## src/rtl/skew_pipe.sv

```systemverilog
// Stallable per-lane skew/deskew delay line feeding a systolic array edge; lane i lags by d_i advances plus one output register.
// Upstream handshake only (in_ready drops while draining); out_valid is a pulse the consumer must take.
module skew_pipe #(
   parameter int LANES = 4,
   parameter int WIDTH = 4
) (
   input  logic                     clk,
   input  logic                     rst_n,
   input  logic                     in_valid,
   output logic                     in_ready,
   input  logic [LANES*WIDTH-1:0]   in_data,
   input  logic                     mode,
   input  logic                     flush,
   output logic [LANES-1:0]         out_valid,
   output logic [LANES*WIDTH-1:0]   out_data,
   output logic                     busy
);

   typedef enum logic [1:0] {IDLE = 2'd0, RUN = 2'd1, DRAIN = 2'd2} state_t;

   // At least one stage is allocated so LANES=1 still elaborates; unused stages stay zero.
   localparam int SD = (LANES > 1) ? LANES - 1 : 1;

   state_t                               state_q, state_d;
   logic                                 mode_q, mode_eff, accept, advance;
   logic [LANES-1:0][SD-1:0]             sv_q, sv_d;
   logic [LANES-1:0][SD-1:0][WIDTH-1:0]  sd_q, sd_d;
   logic [LANES-1:0]                     sel_v;
   logic [LANES-1:0][WIDTH-1:0]          sel_d;

   assign in_ready = (state_q != DRAIN);
   assign accept   = in_valid && in_ready;
   assign advance  = accept || (state_q == DRAIN);
   // The accept that leaves IDLE already runs with the mode being latched.
   assign mode_eff = (state_q == IDLE) ? mode : mode_q;
   assign busy     = (|sv_q) || (state_q != IDLE);

   for (genvar i = 0; i < LANES; i++) begin : g_lane
      localparam int DS = i;
      localparam int DD = LANES - 1 - i;

      logic             src_v, tap_sv, tap_dv;
      logic [WIDTH-1:0] src_d, tap_sd, tap_dd;

      assign src_v = accept;
      assign src_d = accept ? in_data[i*WIDTH +: WIDTH] : '0;

      if (DS == 0) begin : g_s0
         assign tap_sv = src_v;
         assign tap_sd = src_d;
      end else begin : g_sn
         assign tap_sv = sv_q[i][DS-1];
         assign tap_sd = sd_q[i][DS-1];
      end

      if (DD == 0) begin : g_d0
         assign tap_dv = src_v;
         assign tap_dd = src_d;
      end else begin : g_dn
         assign tap_dv = sv_q[i][DD-1];
         assign tap_dd = sd_q[i][DD-1];
      end

      assign sel_v[i] = mode_eff ? tap_dv : tap_sv;
      assign sel_d[i] = mode_eff ? tap_dd : tap_sd;

      for (genvar k = 0; k < SD; k++) begin : g_stage
         localparam bit IN_S = (k < DS);
         localparam bit IN_D = (k < DD);

         logic             in_rng, prev_v;
         logic [WIDTH-1:0] prev_d;

         if (k == 0) begin : g_first
            assign prev_v = src_v;
            assign prev_d = src_d;
         end else begin : g_next
            assign prev_v = sv_q[i][k-1];
            assign prev_d = sd_q[i][k-1];
         end

         // Stages beyond this lane's depth are forced empty so busy/drain see only live data.
         assign in_rng      = mode_eff ? IN_D : IN_S;
         assign sv_d[i][k]  = !advance ? sv_q[i][k] : (in_rng && prev_v);
         assign sd_d[i][k]  = !advance ? sd_q[i][k] : (in_rng ? prev_d : '0);
      end
   end

   always_comb begin
      state_d = state_q;
      case (state_q)
         IDLE:    if (accept) state_d = RUN;
         RUN:     if (flush) state_d = DRAIN;
         DRAIN:   if (!(|sv_d)) state_d = IDLE;
         default: state_d = IDLE;
      endcase
   end

   always_ff @(posedge clk) begin
      if (!rst_n) begin
         state_q   <= IDLE;
         mode_q    <= 1'b0;
         sv_q      <= '0;
         sd_q      <= '0;
         out_valid <= '0;
         out_data  <= '0;
      end else begin
         state_q   <= state_d;
         sv_q      <= sv_d;
         sd_q      <= sd_d;
         if (state_q == IDLE && accept) mode_q <= mode;
         out_valid <= advance ? sel_v : '0;
         if (advance) out_data <= sel_d;
      end
   end

endmodule

```

## config.mk

```make
export PLATFORM = sky130hd
export DESIGN_NAME = skew_pipe
export DESIGN_NICKNAME = d
export VERILOG_FILES = /design/src/rtl/skew_pipe.sv
export SDC_FILE = /design/constraint.sdc
export NUM_CORES = 1
export LEC_CHECK = 0
export ABC_AREA = 1
export CAP_MARGIN = 0
export CORE_MARGIN = 4
export CORE_UTILIZATION = 35
export DETAILED_ROUTE_END_ITERATION = 6
export PLACE_DENSITY = 0.55
export SLEW_MARGIN = 5
export SYNTH_ARGS = -nofsm -noshare
export SYNTH_HDL_FRONTEND = slang
export SYNTH_SLANG_ARGS = --single-unit
```

## constraint.sdc

```tcl
create_clock -name clk -period 1.6 [get_ports clk]
set_input_delay 0.16 -clock clk [delete_from_list [all_inputs] [get_ports clk]]
set_output_delay 0.16 -clock clk [all_outputs]
set_load 0.05 [all_outputs]
```

==> results of run 1 <==
[layer usage]
metal / GRT usage (%) / vias to the layer above / share of wire [%]
met1: 19.9 / 1184 / 48
met3: 3.82 / 9 / 4.2
li1: - / 1333 / -
met2: 23.5 / 42 / 47
met5: 0 / - / 0
met4: 4.35 / 0 / 1.3
[flip-flops by register name, indices dropped and copies added (netlist names)]
signal and count:
sv_q 2, out_data 16, state_q 2, g_lane.g_stage.prev_v 8, g_lane.g_stage.prev_d 32, mode_q 1
g_lane.tap_dv 1, g_lane.tap_dd 4, out_valid 4, g_lane.tap_sd 4, g_lane.tap_sv 1
[per-stage QoR]
| stage | instances | setup slack (ns) |
|---|---|---|
| after floorplan | 364 | 0.171 |
| after global placement | 519 | -0.0479 |
| final | 534 | 0.0613 |
| after global routing | 534 | -0.00115 |
| after CTS | 534 | 0.0571 |
| after detailed placement | 519 | -0.108 |
[worst paths after layout]
check,endpoint,cells after the start
setup / recovery,busy,3
hold / removal,mode_q,3
setup reg to reg,state_q[1],10
hold reg to reg,sv_q[5],2
[timing repair]
item | in CTS | in global routing
resized for setup | 0 | 6
endpoints found under the setup margin | 0 | 2
endpoints found under the hold margin | 0 | 0
[synthesized netlist by cell type, drive strengths merged]
master	instances	area [um2]
a211oi	2	15.0
a21oi	17	96.4
a41oi	1	8.76
buf	20	138
clkbuf	2	7.51
dfxtp	75	1500
inv	47	176
nand2	38	194
nand3	43	215
nand3b	1	7.51
nand4	1	6.26
nor2	41	181
nor4	3	18.8
o21ai	50	254
o22ai	17	113
o31ai	5	42.5
o32ai	1	8.76
[area by class of cell]
class | count | area [um2]
fill | 861 | 4420
sequential | 75 | 1510
multi-input combinational | 220 | 1170
timing repair buffer | 72 | 661
inverter | 47 | 176
clock buffer | 11 | 141
tap | 105 | 131
clock inverter | 4 | 51.3
[power groups by stage]
stage / logic (mW) / registers, mW / clock network, mW
floorplan: 0.388 / 2.16 / 0
global placement: 0.798 / 2.04 / 0
detailed placement: 0.799 / 2.05 / 0
CTS: 0.802 / 2.00 / 1.47
global route: 0.874 / 2.01 / 1.54
finish: 0.799 / 2.00 / 1.42
[worst min-delay path: stages]
cell and delay, ns:
sky130_fd_sc_hd__buf_2 0.20, sky130_fd_sc_hd__o21ai_0 0.11, sky130_fd_sc_hd__a21oi_1 0.04
[kinds of logic after synthesis]
kind of cell	Yosys count
flops	75
buf+inv	69
compound gates	93
simple gates	127
==> implementation parameters, run 1 <==
Parameter                              Value

Worst hold path
  Beginning of the worst hold path    rst_n
  Worst Hold Class    in -> reg

Logic synthesis
  YS warnings    0
  Number of distinct library cells after synthesis    32
  Simple logic cell fraction of the synthesized area    20.9%
  Compound-Gate Fraction of Synth Area    18.0%
  Netlist area before placement    2980 um2
  Mapped Cells    364
  Area share of fa/ha/maj cells after synthesis    0%
  Mux share of post-synthesis cell area    0%
  Proportion of synthesized chip area in sequential cells    50.3%
  Mean area per synthesized cell    8.20 um2
  Number of storage elements in the synthesis netlist    75
  Dominant combinational cell family by area after synthesis    simple AND/OR/NAND/NOR gates
  Post-Synth XOR/XNOR Area    0%
  Post-Syn Nets    385

Finish
  Post-layout util    between 40 and 50%
  Layout Nets    446
  Most frequent cells in the layout    73 x sky130_fd_sc_hd__dfxtp_1, 46 x sky130_fd_sc_hd__buf_4, 43 x sky130_fd_sc_hd__inv_1, 43 x sky130_fd_sc_hd__nand3_1, 40 x sky130_fd_sc_hd__o21ai_0
  Most frequent standard cell in the layout excluding fill and tap cells    sky130_fd_sc_hd__dfxtp_1
  Layout area overhead    28.7%
  Share of final-layout standard cells stronger than drive strength 1    22.6%
  Diodes inserted    0
  Final cell area excluding filler cells    3840 um2

Pwr
  Maximum ir drop on the vdd rail    435 uV
  Static leakage power    1.49 nW
  Int Pwr    about 3.0 mW
  Switching power share of the total    28.5%
  Part of the total power dissipated in combinational logic    19.0%
  Total power after layout    4.22 mW
  Sequential group share of total power    47.5%
  Total power per unit cell area    1100 nW/um2
  Clock share of power    33.6%
  Switching power    1.20 mW

GRT
  Overall Global Routing Usage    14.8%
  Pin count of the biggest net entering global routing    33
  Wire length of the first global-routing pass    11,800 um
  Overall overflow remaining after global route    0
  Number of global-route vias before repair    2,467
  Initial antenna violation count    0

Floorplan
  Standard-cell rows    33
  Y dimension of the die    roughly 100 um
  Width of the die    around 100 um
  Area of the die    between 10,000 and 15,000 um2
  Total core area    8260 um2
  Starting Density    a little over a third
  Number of ports placed on the die boundary    43

Setup path
  Worst EP arrival    1.38 ns
  Worst path cell trace    nor4_1 > nand4_1 > buf_4
  Total buffers and inverters traversed by the critical path    1
  Reg2Reg Launch Point    state_q[1]
  First element of the critical path    g_lane[3].g_stage[1].prev_v
  Crit path capture type    primary output
  Largest driver fanout on the critical path    3
  Crit path launch type    flop
  CP max stage delay    0.33 ns
  Worst path slowest cell    sky130_fd_sc_hd__dfxtp_1
  Worst setup path class    reg -> out
  Data required time at the worst endpoint    1.44 ns
  Setup slack of the most critical reg-to-reg path    0.17 ns
  Kind of cell with the highest combined delay on the critical path    simple AND/OR/NAND/NOR gates

Timing
  Period utilization    96.2%
  Clock period minus worst slack    1.54 ns
  Clock Skews    around 0.0071 ns
  Pin slew with the least headroom to its limit    roughly 0.45 ns
  Pins over their slew limit    0
  Hold violation total from the final report    0
  Setup TNS after final layout    0 ns
  Final setup fails    0
  Worst slew margin relative to its limit    69.8%
  Hold Worst Slack    0.236 ns
  Fmax    650 MHz

Routing
  Total Wirelength    7080 um
  Number of routed nets with antenna violations    0
  Post-route DRC violation count    0
  WL/cell    13.3 um
  Vias after detailed routing    2,568
  Violation count after the first detailed-route iteration    68
  Via/cell ratio    between 4 and 5
  Drt pass-1 iters    4

Clocking
  Clock Path Buffers    2
  TritonCTS clock tree    built
  Clock Pin Slew Worst Setup and Hold Paths    0.07 ns
  Clock latency on the worst-skew pair    0.34 ns
  Post-CTS setup buffer count    0
  Clock Root Buffer    sky130_fd_sc_hd__clkbuf_8
  Number of buffers created by CTS    9
  Number of levels the H-tree was split into    3
  Total number of clock tree sinks    75
  Number of hold buffers added after CTS    0

Run
  Number of violations of the max-capacitance limit    0

Placed design
  GP Congestion    0.834
  Area of placed instances    3630 um2
  Count of buffers from port buffering    42
  Placed wire-length estimate after detailed placement    5010 um

Run status
  Outcome    completed
No activity file was read; power rests on OpenSTA's default activity.
==> run 2: changes to the inputs <==
Settings changed: CORE_UTILIZATION 35 to 40, PLACE_DENSITY 0.55 to 0.62.
==> implementation parameters, run 2 (synthesis results as in run 1) <==
Parameter                              Value

Floorplan
  Number of ports placed on the die boundary    43 (unchanged)
  Starting Density    41.1% (+5.0 points)
  Y dimension of the die    94.4 um (-5.9%)
  Total core area    7250 um2 (-12%)
  Standard-cell rows    31 (-6.1%)
  Width of the die    94.4 um (-5.9%)
  Area of the die    8910 um2 (-12%)

Routing
  WL/cell    12.9 um (-2.5%)
  Drt pass-1 iters    4 (unchanged)
  Number of routed nets with antenna violations    0 (unchanged)
  Post-route DRC violation count    0 (unchanged)
  Vias after detailed routing    2,519 (-1.9%)
  Via/cell ratio    4.79 (-0.42%)
  Violation count after the first detailed-route iteration    108 (+59%)
  Total Wirelength    6800 um (-4.0%)

Setup path
  First element of the critical path    g_lane[0].g_stage[1].prev_v
  Setup slack of the most critical reg-to-reg path    0.14 ns (-0.03 ns)
  Reg2Reg Launch Point    state_q[1]
  Worst setup path class    reg -> out
  Crit path capture type    primary output
  Worst EP arrival    1.33 ns (-0.05 ns)
  Crit path launch type    flop
  Reg2reg end    g_lane[3].tap_sd[2]
  Largest driver fanout on the critical path    2 (-1)
  Worst reg2reg path depth    7 (-3)
  Data required time at the worst endpoint    1.44 ns (about the same)

Timing
  Period utilization    93.1% (-3.0 points)
  Pins over their slew limit    0 (unchanged)
  Hold violation total from the final report    0 (unchanged)
  Pin slew with the least headroom to its limit    0.451 ns (-0.00158 ns)
  Final setup fails    0 (unchanged)
  Clock period minus worst slack    1.49 ns (-0.0486 ns)
  Final Worst Setup Slack    0.110 ns (+0.0486 ns)
  Clock Skews    0.00517 ns (-0.00198 ns)
  Worst slew margin relative to its limit    69.9% (+0.11 points)
  Fmax    671 MHz (+3.3%)
  Setup TNS after final layout    0 ns (unchanged)

GRT
  Pin count of the biggest net entering global routing    30 (-9.1%)
  Initial antenna violation count    0 (unchanged)
  Overall overflow remaining after global route    0 (unchanged)
  Wire length of the first global-routing pass    11,300 um (-4.5%)
  Number of global-route vias before repair    2,358 (-4.4%)
  Overall Global Routing Usage    16.3% (+1.5 points)

Finish
  Post-Layout Cell Count    526 (-1.5%)
  Largest register FFs    32 (unchanged)
  Post-layout util    52.9% (+6.4 points)
  Most frequent standard cell in the layout excluding fill and tap cells    sky130_fd_sc_hd__dfxtp_1
  Share of final-layout standard cells stronger than drive strength 1    23.0% (+0.34 points)
  Most frequent cells in the layout    73 x sky130_fd_sc_hd__dfxtp_1, 45 x sky130_fd_sc_hd__buf_4, 43 x sky130_fd_sc_hd__inv_1, 43 x sky130_fd_sc_hd__nand3_1, 40 x sky130_fd_sc_hd__o21ai_0
  Layout Nets    444 (-0.45%)
  Layout area overhead    28.5%
  Diodes inserted    0 (unchanged)

Clocking
  TritonCTS clock tree    built
  Clock Pin Slew Worst Setup and Hold Paths    0.07 ns (about the same)
  Clock Root Buffer    sky130_fd_sc_hd__clkbuf_8
  Post-CTS setup buffer count    0 (unchanged)
  Resized Gates After CTS    0 (unchanged)
  Clock latency on the worst-skew pair    0.35 ns (about the same)
  Number of buffers created by CTS    9 (unchanged)
  Number of levels the H-tree was split into    3 (unchanged)
  Total number of clock tree sinks    75 (unchanged)
  Number of hold buffers added after CTS    0 (unchanged)
  Clock Path Buffers    2 (unchanged)

Placed design
  Place WS    -0.104 ns (+0.00433 ns)
  Placed cells    511 (-1.5%)
  Placed wire-length estimate after detailed placement    4810 um (-4.1%)
  GP Congestion    0.792 (-5.0%)
  Count of buffers from port buffering    42 (unchanged)

Run status
  Outcome    completed

Worst hold path
  Beginning of the worst hold path    rst_n
  Worst Hold Class    in -> reg
  Number of cells traversed by the worst hold path    3 (unchanged)
  Min-Delay Endpoint    mode_q

Pwr
  Static leakage power    1.49 nW (-0.15%)
  Maximum ir drop on the vdd rail    532 uV (+22%)
  Total power per unit cell area    1130 nW/um2 (+3.2%)

Run
  Number of violations of the max-capacitance limit    0 (unchanged)
-- run 2: cell count changes in the layout (fill, tap and decap cells not counted), moves of 2 or more --
| cell | change |
|---|---|
| sky130_fd_sc_hd__nor4_2 | +2 |
| sky130_fd_sc_hd__dfxtp_2 | +2 |
| sky130_fd_sc_hd__dfxtp_4 | -2 |
| sky130_fd_sc_hd__nor4_1 | -2 |
-- run 2: report_power, final --
part	internal [mW]	switching [mW]
registers	1.95	0.0493
logic	0.294	0.485
clock network	0.874	0.689
total	3.12	1.22
-- run 2: critical path, stage by stage (launching register included) --
cell and delay, ns:
sky130_fd_sc_hd__dfxtp_1 0.33, sky130_fd_sc_hd__nor4_2 0.30, sky130_fd_sc_hd__nand4_1 0.15, sky130_fd_sc_hd__buf_4 0.22
-- run 2: metrics by stage --
step	cell area (um2)	hold slack (ns)	total power, mW
after floorplan	2980	0.299	2.55
after global placement	3600	0.451	2.81
after detailed placement	3600	0.460	2.82
after CTS	3810	0.149	4.40
after global routing	3830	0.175	4.55
final	3830	0.169	4.34
-- run 2: area by class of cell --
type | instances | area [um2]
Fill cell | 731 | 3420
Sequential cell | 75 | 1500
Multi-Input combinational cell | 220 | 1180
Timing Repair Buffer | 70 | 633
Inverter | 47 | 176
Clock buffer | 9 | 124
Tap cell | 99 | 124
Clock inverter | 6 | 90.1
-- run 2: worst max-delay path by stage --
stage,to,slack [ns],depth (start not counted)
after floorplan,state_q[1],0.17,10
after global placement,state_q[1],-0.05,11
after detailed placement,state_q[1],-0.10,11
after CTS,busy,0.05,3
after global routing,state_q[1],-0.02,11
final,busy,0.11,3
-- run 2: per-layer routing --
metal  up-vias  track usage [%]  part of all wire (%)
li1       1328                -                     -
met3         7             4.86                   5.2
met1      1132             21.0                    47
met4         0             5.42                  0.96
met2        52             26.2                    47
met5         -                0                     0
==> run 3: changes to the inputs <==
Settings changed: MAX_ROUTING_LAYER from default to met4.
==> implementation parameters, run 3 (synthesis results as in run 1) <==
Parameter                              Value

Timing
  Clock Skews    0.00563 ns (+0.000460 ns)
  Hold Worst Slack    0.169 ns (+0.000508 ns)
  Pin slew with the least headroom to its limit    0.449 ns (-0.00231 ns)
  Clock period minus worst slack    1.49 ns (+0.00123 ns)
  Pins over their slew limit    0 (unchanged)
  Fmax    671 MHz (about the same)
  Worst slew margin relative to its limit    70.0% (+0.15 points)
  Final Worst Setup Slack    0.109 ns (-0.00123 ns)
  Hold violation total from the final report    0 (unchanged)
  Final setup fails    0 (unchanged)
  Period utilization    93.2% (about the same)

GRT
  Number of global-route vias before repair    2,352 (-0.25%)
  Wire length of the first global-routing pass    11,300 um (+0.12%)
  Overall overflow remaining after global route    0 (unchanged)
  Pin count of the biggest net entering global routing    30 (unchanged)
  Overall Global Routing Usage    16.8% (+0.49 points)
  Initial antenna violation count    0 (unchanged)

Run
  Number of violations of the max-capacitance limit    0 (unchanged)

Placed design
  Place WS    -0.104 ns (unchanged)
  Placed wire-length estimate after detailed placement    4810 um (unchanged)
  Count of buffers from port buffering    42 (unchanged)
  Area of placed instances    3600 um2 (unchanged)
  GP Congestion    0.803 (+1.4%)

Routing
  Vias after detailed routing    2,518 (-0.040%)
  Drt pass-1 iters    4 (unchanged)
  Total Wirelength    6800 um (about the same)
  Violation count after the first detailed-route iteration    125 (+16%)
  Post-route DRC violation count    0 (unchanged)
  Number of routed nets with antenna violations    0 (unchanged)
  Via/cell ratio    4.79 (about the same)
  WL/cell    12.9 um (about the same)

Finish
  Final cell area excluding filler cells    3830 um2 (unchanged)
  Largest register FFs    32 (unchanged)
  Diodes inserted    0 (unchanged)
  Most frequent standard cell in the layout excluding fill and tap cells    sky130_fd_sc_hd__dfxtp_1
  Total of fill cells in the finished design    731 (unchanged)
  Layout area overhead    28.5% (unchanged)
  Layout Nets    444 (unchanged)
  Area of combinational cells with multiple inputs    1180 um2 (unchanged)
  Share of final-layout standard cells stronger than drive strength 1    23.0% (unchanged)
  Sequential standard cell area    1500 um2 (unchanged)
  Most frequent cells in the layout    73 x sky130_fd_sc_hd__dfxtp_1, 45 x sky130_fd_sc_hd__buf_4, 43 x sky130_fd_sc_hd__inv_1, 43 x sky130_fd_sc_hd__nand3_1, 40 x sky130_fd_sc_hd__o21ai_0

Floorplan
  Starting Density    41.1% (unchanged)
  Standard-cell rows    31 (unchanged)
  Area of the die    8910 um2 (unchanged)
  Total core area    7250 um2 (unchanged)
  Width of the die    94.4 um (unchanged)
  Y dimension of the die    94.4 um (unchanged)
  Number of ports placed on the die boundary    43 (unchanged)

Clocking
  Number of buffers created by CTS    9 (unchanged)
  Clock Root Buffer    sky130_fd_sc_hd__clkbuf_8
  Clock Path Buffers    2 (unchanged)
  Clock latency on the worst-skew pair    0.35 ns (about the same)
  Number of levels the H-tree was split into    3 (unchanged)
  TritonCTS clock tree    built
  Clock Pin Slew Worst Setup and Hold Paths    0.07 ns (about the same)
  Total number of clock tree sinks    75 (unchanged)

Worst hold path
  Worst Hold Class    in -> reg
  Beginning of the worst hold path    rst_n
  Number of cells traversed by the worst hold path    3 (unchanged)

Setup path
  Worst reg2reg path depth    11 (+4)
  Data required time at the worst endpoint    1.44 ns (about the same)
  Crit path launch type    flop
  Crit path capture type    primary output
  Largest driver fanout on the critical path    2 (unchanged)
  Reg2Reg Launch Point    state_q[1]
  First element of the critical path    g_lane[0].g_stage[1].prev_v
  Worst setup path class    reg -> out
  Worst EP arrival    1.33 ns (about the same)

Run status
  Outcome    completed

Pwr
  Static leakage power    1.49 nW (unchanged)
  Maximum ir drop on the vdd rail    528 uV (-0.75%)
  Total power per unit cell area    1130 nW/um2 (about the same)
run 3: cell counts in the layout (fill, tap and decap cells not counted):
Identical to the previous run, type by type.
run 3: worst paths after layout:
path	end	slack [ns]
worst min register to register	sv_q[8]	0.47
worst min-delay path	mode_q	0.17
worst max-delay path	busy	0.11
worst max register to register	state_q[1]	0.15
run 3: worst max-delay path: stages, from the launching register on:
cell	delay [ns]
sky130_fd_sc_hd__dfxtp_1	0.33
sky130_fd_sc_hd__nor4_2	0.30
sky130_fd_sc_hd__nand4_1	0.15
sky130_fd_sc_hd__buf_4	0.22
run 3: cell type report:
cell class / instances / area share [%]
Clock buffer: 9 / 3.23
Sequential cell: 75 / 39.2
Clock inverter: 6 / 2.35
Multi-Input combinational cell: 220 / 30.9
Timing Repair Buffer: 70 / 16.5
Inverter: 47 / 4.60
Tap cell: 99 / 3.23
run 3: stage by stage:
stage	cells	total power, mW	utilization (%)	setup TNS (ns)
global route	526	4.55	52.9	-0.0171
detailed placement	511	2.82	49.6	-0.400
finish	526	4.34	52.9	0
floorplan	364	2.55	-	0
global placement	511	2.81	49.6	-0.0818
CTS	526	4.40	52.5	0
run 3: report_power, final:
| part | switching (mW) | internal [mW] |
|---|---|---|
| Sequential | 0.0493 | 1.95 |
| Clock | 0.686 | 0.874 |
| Combinational | 0.485 | 0.294 |
| Total | 1.22 | 3.12 |
run 3: what timing repair did:
action,4_1_cts,5_1_grt
setup endpoints to repair,0,4
hold endpoints to repair,0,0
setup buffers,0,0
hold buffers,0,0
gates resized for setup,0,6
run 3: layer usage:
layer	vias up	GRT usage, %	part of all wire (%)
met1	1131	21.1	47
met3	8	4.86	5.2
met4	0	5.42	1.3
met2	52	26.2	47
met5	-	-	0
li1	1327	-	-
